### src/rtl/uart_tx_arbiter.sv
// Round-robin arbiter sharing one AXI-Stream byte channel (UART TX FIFO input)
// among NUM_SRC requesters; a grant lasts until tlast or MAX_BURST beats.
module uart_tx_arbiter #(
  parameter int DATA_WIDTH = 8,
  parameter int NUM_SRC    = 4,
  parameter int MAX_BURST  = 16,
  localparam int IDW       = (NUM_SRC > 1) ? $clog2(NUM_SRC) : 1
) (
  input  logic                          aclk,
  input  logic                          aresetn,
  input  logic [NUM_SRC*DATA_WIDTH-1:0] s_axis_tdata,
  input  logic [NUM_SRC-1:0]            s_axis_tvalid,
  input  logic [NUM_SRC-1:0]            s_axis_tlast,
  output logic [NUM_SRC-1:0]            s_axis_tready,
  output logic [DATA_WIDTH-1:0]         m_axis_tdata,
  output logic                          m_axis_tvalid,
  input  logic                          m_axis_tready,
  output logic [IDW-1:0]                grant_id,
  output logic                          busy
);

  localparam int CNTW = $clog2(MAX_BURST + 1);

  typedef enum logic {IDLE, GRANT} state_t;

  state_t                state;
  logic [IDW-1:0]        last_grant;
  logic [IDW-1:0]        sel_idx;
  logic [IDW-1:0]        cand;
  logic                  sel_found;
  logic [CNTW-1:0]       beat_cnt;
  logic [DATA_WIDTH-1:0] src_data [NUM_SRC];
  logic                  beat;
  logic                  release_beat;

  always_comb begin
    for (int i = 0; i < NUM_SRC; i++) begin
      src_data[i] = s_axis_tdata[i*DATA_WIDTH +: DATA_WIDTH];
    end
  end

  // Rotating priority: scan starts just after the last source served.
  always_comb begin
    // NOTE: every output of a combinational block gets a default first, so
    // no path through the loop can leave a value held (which would infer a latch).
    sel_found = 1'b0;
    sel_idx   = '0;
    cand      = '0;
    for (int i = 1; i <= NUM_SRC; i++) begin
      cand = IDW'((int'(last_grant) + i) % NUM_SRC);
      if (!sel_found && s_axis_tvalid[cand]) begin
        sel_found = 1'b1;
        sel_idx   = cand;
      end
    end
  end

  // Pure pass-through of the granted source; no data register on the path.
  always_comb begin
    m_axis_tdata  = '0;
    m_axis_tvalid = 1'b0;
    s_axis_tready = '0;
    if (state == GRANT) begin
      m_axis_tdata            = src_data[grant_id];
      m_axis_tvalid           = s_axis_tvalid[grant_id];
      s_axis_tready[grant_id] = m_axis_tready;
    end
  end

  assign beat         = m_axis_tvalid & m_axis_tready;
  assign release_beat = beat & (s_axis_tlast[grant_id] |
                                (beat_cnt == CNTW'(MAX_BURST - 1)));
  assign busy         = (state == GRANT);

  // A stalled source keeps its grant indefinitely so packets stay contiguous.
  always_ff @(posedge aclk or negedge aresetn) begin
    // NOTE: registered state uses non-blocking assignments so every flop
    // samples pre-edge values regardless of statement order.
    if (!aresetn) begin
      state      <= IDLE;
      grant_id   <= '0;
      last_grant <= IDW'(NUM_SRC - 1);
      beat_cnt   <= '0;
    end else begin
      case (state)
        IDLE: begin
          if (sel_found) begin
            grant_id <= sel_idx;
            beat_cnt <= '0;
            state    <= GRANT;
          end
        end
        GRANT: begin
          if (release_beat) begin
            state      <= IDLE;
            last_grant <= grant_id;
            beat_cnt   <= '0;
          end else if (beat) begin
            beat_cnt <= beat_cnt + CNTW'(1);
          end
        end
      endcase
    end
  end

endmodule

### config.mk
export PLATFORM = sky130hd
export DESIGN_NAME = uart_tx_arbiter
export DESIGN_NICKNAME = d
export VERILOG_FILES = /design/src/rtl/uart_tx_arbiter.sv
export SDC_FILE = /design/constraint.sdc
export NUM_CORES = 1
export LEC_CHECK = 0
export CORE_ASPECT_RATIO = 0.75
export CORE_MARGIN = 8
export CORE_UTILIZATION = 33
export CTS_BUF_LIST = sky130_fd_sc_hd__clkbuf_16
export DETAILED_ROUTE_END_ITERATION = 8
export PLACE_DENSITY = 0.77
export SLEW_MARGIN = 20
export SYNTH_ARGS = -nofsm -noshare
export SYNTH_HDL_FRONTEND = slang
export SYNTH_SLANG_ARGS = --single-unit
### constraint.sdc
create_clock -name aclk -period 1.75 [get_ports aclk]
set_input_delay 0.175 -clock aclk [delete_from_list [all_inputs] [get_ports aclk]]
set_output_delay 0.175 -clock aclk [all_outputs]
set_load 0.01 [all_outputs]
==> results.md, run 1 <==
* Status: finished, violations left
* Failing checks: negative setup slack
* CTS H-Tree Depth at 1
* Worst Clk Skew at approximately 0.0054 ns
* Critical Path Max Stage Delay at 0.49 ns
* Nets@finish at about 220
* Synth Register Bits at 10
* DRC Markers at 0
* Post-Synthesis Cells at a little over 90
* Most common cell after layout, fill and taps aside: clkdlybuf4s50_1
* CTS tree: built
* Area contributors post-synth: dfrtp_1 (22%), mux4_2 (19%), and2_1 (6.7%), dfstp_2 (5.7%), mux2i_1 (3.2%)
* FF+latch area at 253 um^2
* DR vias at ~1100
* Port bufs at 58
* Largest net degree at the start of global routing at 17
* N_diodes at 0
* Synth-to-layout area growth at 98.7%
* Longest Clk Path Bufs at 2
* Clock sink count at 10
* Area taken by multi-input logic gates at between 600 and 700 um^2
* Max Cap Violations at 0
* Die area at between 4000 and 5000 um^2
* RSZ-0062 raised after global routing: yes
* Critical path peak fanout at 7
* CTS buffer count at 3
* Instance count on the critical path at 5
* Post-synth EDFFs at 0
* Share of the synthesized area in the top cell type at 21.5%
* Reg-to-Reg Start: grant_id[0]
* Final Util at between 60% and 70%
* Sequential area share after synthesis at 27.2%
* Total grt overflow at 0
* Crit path kind: reg2out
* Kind of cell adding the most delay to the critical path: multiplexers
* FF-to-FF End: last_grant[1]
* Final setup viols at 7
* Critical Path RT at 1.57 ns
* CP Buf/Inv Count at 3
* Max Transition Viols Final at 0
* Most frequent cells in the layout: clkdlybuf4s50_1 (44), buf_4 (18), mux4_2 (8), and2_1 (8), dfrtp_1 (8)
* Fmax at 0.553 GHz
* Yosys top cell by area: dfrtp_1
* Row count at 16
* Crit start category: flip-flop
* Depth of the worst register-to-register path at 7
* Non-filler cells, final at approximately 210
* Leakage at around 0.81 nW
* Vias/cell at slightly above 5
* Commonest register cell after synthesis: dfrtp_1
* DIE WIDTH at about 77 um
* IO Count at slightly below 60
* FFs w/ async S/R, synth at 100%
* Syn nets at around 140
* PnR worst setup slack at -0.0571 ns
* Initial DRC count at 44
* Worst-skew pair later-pin latency at approximately 0.24 ns
* Hold Path Class: in2async
* Crit-path cells: buf_12, buf_8, mux4_2, and2_1, buf_2
* Nature of the critical path endpoint: output port
* ANT nets after route at 0
* R2R Setup Slk at 0.06 ns
* Dpl cell area at between 1500 and 2000 um^2
* Yosys cell types at 33
* DP Wirelength at 2960 um
* Fillers at a little under 200
* Period minus WS final at about 1.8 ns
* Starting Density at approximately a third
* RePlAce Congestion at between 0.8 and 0.9
* Final count of hold timing violations at 0
* Initial antenna violation count at 0
* CTS Hold Bufs at 0
* Core Region at approximately 2600 um^2
* Slew headroom at about 70%
* Number of global-route vias before repair at between 1000 and 1500
* First-pass GRT wire length at 5710 um
* Overall Global Routing Usage at between 10% and 20%
* Wirelength per Cell at 17.8 um
* Critical path capture point: m_axis_tdata[6]
* Synthesis Warnings at 0
* Finished Cell Area at ~1800 um^2
* First-pass DRT Iterations at 4
* Power per standard cell area at 1490 nW/um^2
* Clock slew at reported path FFs at about 0.040 ns
* Placed Cells incl. Taps at between 150 and 200
* Slew of the pin with the lowest slew margin at 0.461 ns
* WL final at roughly 3700 um
* Peak supply drop at approximately 0.90 mV
* Period utilization at 103%
* Cell Area, Synth at approximately 930 um^2
* Share of post-route cells with drive strength above 1 at ~37%
* CTS root buffer: clkbuf_16
* Chip height at around 62 um
* CP max-delay cell: mux4_2
* Setup crit start: grant_id[0]
* Syn Area/Cell at between 10 and 15 um^2
* Arrival @ worst endpoint at around 1.6 ns
flip-flops by register name, indices dropped and copies added (netlist names):
signal,flops
beat_cnt,5
busy,1
grant_id,2
last_grant,2
final cells by class:
cell class / instances / area share [%]
Clock buffer: 3 / 4.07
Tap cell: 36 / 2.44
Multi-Input combinational cell: 72 / 37.5
Inverter: 5 / 1.02
Timing Repair Buffer: 81 / 41.1
Clock inverter: 1 / 0.203
Sequential cell: 10 / 13.7
synthesized netlist by cell type, types with 3 or more instances:
| cell | n |
|---|---|
| a22oi_1 | 3 |
| and2_1 | 10 |
| and3_1 | 3 |
| clkbuf_1 | 3 |
| dfrtp_1 | 8 |
| inv_1 | 5 |
| mux2i_1 | 3 |
| mux4_2 | 8 |
| nand2_1 | 7 |
| nor2_1 | 4 |
| nor2b_1 | 4 |
| o21ai_0 | 5 |
where the power goes:
group	internal, mW	total, mW	leakage (nW)	switching [mW]
logic	1.16	1.92	0.653	0.763
registers	0.338	0.426	0.115	0.0880
clock network	0.299	0.401	0.0423	0.102
worst reg2reg max path, stage by stage (launching register included):
cell,delay (ns)
dfrtp_1,0.37
buf_12,0.14
buf_8,0.10
and3b_2,0.23
buf_4,0.14
a22o_4,0.24
nand2b_4,0.09
mux2_4,0.30
per-stage QoR:
step | TNS (ns) | hold slack [ns] | setup slack [ns] | power (mW)
after floorplan | 0 | -0.121 | 0.00809 | 1.36
after CTS | -0.573 | 0.275 | -0.107 | 2.50
after global routing | -0.752 | 0.315 | -0.112 | 2.94
after global placement | -1.19 | 0.461 | -0.106 | 2.13
after detailed placement | -1.80 | 0.469 | -0.146 | 2.19
final | -0.340 | 0.260 | -0.0571 | 2.75
worst min path at each step:
stage / slack, ns / to / cells after the start
after floorplan: -0.12 / beat_cnt[0] / 0
after global placement: 0.46 / beat_cnt[4] / 2
after detailed placement: 0.47 / beat_cnt[4] / 2
after CTS: 0.27 / beat_cnt[4] / 1
after global routing: 0.31 / beat_cnt[2] / 1
final: 0.26 / beat_cnt[4] / 1
cell families after synthesis:
| group | Yosys count | share of synthesized area, % |
|---|---|---|
| AO/OA/AOI/OAI | 18 | 14.0 |
| flip-flops | 10 | 27.2 |
| multiplexers | 16 | 29.1 |
| adder cells (fa/ha/maj) | 2 | 2.69 |
| AND/OR/NAND/NOR | 36 | 22.1 |
| buffers and inverters | 10 | 4.98 |
layer usage:
layer	GRT usage, %	share of wire (%)	vias up
met4	5.61	1.2	0
met2	26.0	45	52
met1	18.1	44	521
met5	0	0	-
met3	5.89	9.7	4
li1	-	-	504
repair_timing:
action	in CTS	in global routing
pin swaps	2	8
gates resized for setup	44	22
buffers inserted	0	7
endpoints found under the hold margin	0	0
endpoints found under the setup margin	20	20
No activity file was read; power rests on OpenSTA's default activity.
==> run 2: changes to the inputs <==
Settings changed: ABC_CLOCK_PERIOD_IN_PS from default to 1750.
==> results of run 2 <==
No change in the layout: final DEF, timing and power equal those of run 1.
==> run 3: changes to the inputs <==
Settings changed: ABC_CLOCK_PERIOD_IN_PS 1750 to 1700, CORE_UTILIZATION 33 to 36, PLACE_DENSITY 0.77 to 0.79.
Clock period 1.75 ns to 1.7 ns, I/O delays scaled along.
==> run 3 against run 2 <==
Net effect:
- the run still ends with negative setup slack left
- die area down 6.4%
- clock power is 4% higher
- clock-buffer cell count did not move
- global-route usage increased by 0.19 points
- wire length shrank 5.3%
- non-clock buffer count increased by 1
- setup slack lost 0.057 ns
- sequential share of layout area shrank 0.071 points
- cell count is 0.48% higher
- largest power group unchanged
==> results.md, run 3 (same netlist as run 1, synthesis figures left out) <==
* Status: finished, violations left
* Failing checks: negative setup slack
* DRC Markers at 0 (unchanged)
* Largest net degree at the start of global routing at 15 (-2)
* Initial antenna violation count at 0 (unchanged)
* Fmax at 0.551 GHz
* Fillers at 157 (-19%)
* Max reg flops at 5 (unchanged)
* First-pass GRT wire length at 5330 um (-6.5%)
* CTS H-Tree Depth at 1 (unchanged)
* RSZ-0062 raised after global routing: yes
* Critical Path RT at 1.53 ns (-0.04 ns)
* Worst-skew pair later-pin latency at 0.24 ns (about the same)
* N_diodes at 0 (unchanged)
* IO Count at 59 (unchanged)
* Nets@finish at 219 (+0.46%)
* Period minus WS final at ~1.8 ns
* Chip height at 60.0 um (-3.2%)
* Synth-to-layout area growth at 101%
* Power per standard cell area at 1530 nW/um^2 (+2.8%)
* Vias/cell at 5.28 (+1.6%)
* Longest Clk Path Bufs at 2 (unchanged)
* Share of post-route cells with drive strength above 1 at 37.0% (+0.37 points)
* Period utilization at 107%
* Hold slack final at 0.248 ns (-0.0115 ns)
* Peak supply drop at 0.930 mV (+3.1%)
* PnR worst setup slack at -0.114 ns (-0.0570 ns)
* Number of global-route vias before repair at 1102 (+0.55%)
* Row count at 16 (unchanged)
* Most common cell after layout, fill and taps aside: clkdlybuf4s50_1
* WL final at 3510 um (-5.3%)
* ANT nets after route at 0 (unchanged)
* Hold Path Class: in2async
* Wirelength per Cell at 16.8 um (-5.7%)
* Initial DRC count at 53 (+20%)
* Register name with the most flops: beat_cnt
* Arrival @ worst endpoint at 1.64 ns (about the same)
* Crit-path cells: buf_12, buf_4, mux4_2, and2_1, buf_6
* Starting Density at 36.9% (+1.7 points)
* Total grt overflow at 0 (unchanged)
* Clock sink count at 10 (unchanged)
* CTS root buffer: clkbuf_16
* Leakage at 0.813 nW (+0.43%)
* Nature of the critical path endpoint: output port
* Critical path peak fanout at 6 (-1)
* Max Cap Violations at 0 (unchanged)
* DP Wirelength at 2860 um (-3.3%)
* Die area at 4480 um^2 (-6.4%)
* R2R Setup Slk at -0.01 ns (-0.07 ns)
* Max Transition Viols Final at 0 (unchanged)
* Overall Global Routing Usage at 15.7% (+0.19 points)
* CP max-delay cell: mux4_2
* Final setup viols at 10 (+3)
* Biggest regs: beat_cnt x5, grant_id x2, last_grant x2
* CTS buffer count at 3 (unchanged)
* Worst Clk Skew at 0.00193 ns (-0.00346 ns)
* CTS tree: built
* Core Region at 2520 um^2 (-4.5%)
* Final count of hold timing violations at 0 (unchanged)
* Port bufs at 58 (unchanged)
* Slew headroom at 70.5% (+1.3 points)
* Depth of the worst register-to-register path at 7 (unchanged)
* Placed Cells incl. Taps at 199 (unchanged)
* DR vias at 1104 (+2.1%)
* Crit start category: flip-flop
* Most frequent cells in the layout: clkdlybuf4s50_1 (45), buf_4 (18), mux4_2 (8), and2_1 (8)
* Clock slew at reported path FFs at 0.04 ns (about the same)
* RePlAce Congestion at 0.846 (+3.5%)
* Non-filler cells, final at 209 (+0.48%)
* Critical Path Max Stage Delay at 0.47 ns (-0.02 ns)
* Slew of the pin with the lowest slew margin at 0.442 ns (-0.0193 ns)
* DIE WIDTH at 74.7 um (-3.4%)
* Crit path kind: reg2out
* First-pass DRT Iterations at 4 (unchanged)
run 3: changes by cell type in the layout (fill, tap and decap cells not counted), moves of 2 or more:
cell | previous run | this run
o21ai_0 | 4 | 2
buf_6 | 3 | 7
buf_8 | 3 | 0
buf_2 | 7 | 5
run 3: final timing paths:
path                                   end   startpoint
min in group aclk              beat_cnt[4]  beat_cnt[4]
min reg2reg                    beat_cnt[4]  beat_cnt[4]
min                            beat_cnt[2]      aresetn
max in group asynchronous    last_grant[0]      aresetn
max                        m_axis_tdata[1]  grant_id[0]
max reg2reg                  last_grant[1]  beat_cnt[0]
run 3: cell type report:
type	instances	area (um^2)	share of cell area, %
repair buffers	82	778	41.7
multi-input cells	72	691	37.0
flip-flops and latches	10	254	13.6
clock buffers	3	75.1	4.02
well taps	36	45.0	2.41
inverters	5	18.8	1.01
clock inverters	1	3.75	0.201
run 3: power breakdown:
part	leakage, nW	internal, mW	switching, mW
Combinational	0.661	1.21	0.769
Sequential	0.113	0.350	0.108
Clock	0.0385	0.308	0.108
Total	0.813	1.87	0.985
run 3: worst max-delay path, delay by kind of cell, from the launching register on:
kind	cells	cell delay (ns)
mux	1	0.47
flops	1	0.40
buf+inv	3	0.36
simple gates	1	0.18
run 3: timing repair:
action,4_1_cts,5_1_grt
pin swaps,5,7
setup endpoints to repair,16,17
gates cloned,0,0
resized for setup,48,12
setup buffers,5,1
hold buffers,0,0
run 3: metrics by stage:
step | utilization [%] | total power [mW] | cell area (um^2) | setup WS (ns) | setup TNS, ns
4_1_cts | 72.8 | 2.77 | 1840 | -0.157 | -0.876
2_1_floorplan | - | 1.40 | 946 | 0.0133 | 0
3_5_place_dp | 67.4 | 2.26 | 1700 | -0.167 | -2.03
5_1_grt | 74.0 | 3.05 | 1870 | -0.160 | -1.20
3_3_place_gp | 67.4 | 2.21 | 1700 | -0.139 | -1.83
6_report | 74.0 | 2.86 | 1870 | -0.114 | -0.642
run 3: metal layers:
layer	vias to the layer above	part of all wire (%)	global-route usage, %
met2	65	46	27.8
met4	0	1.7	8.33
met3	6	11	3.35
li1	509	-	-
met1	524	41	17.1
met5	-	0	0
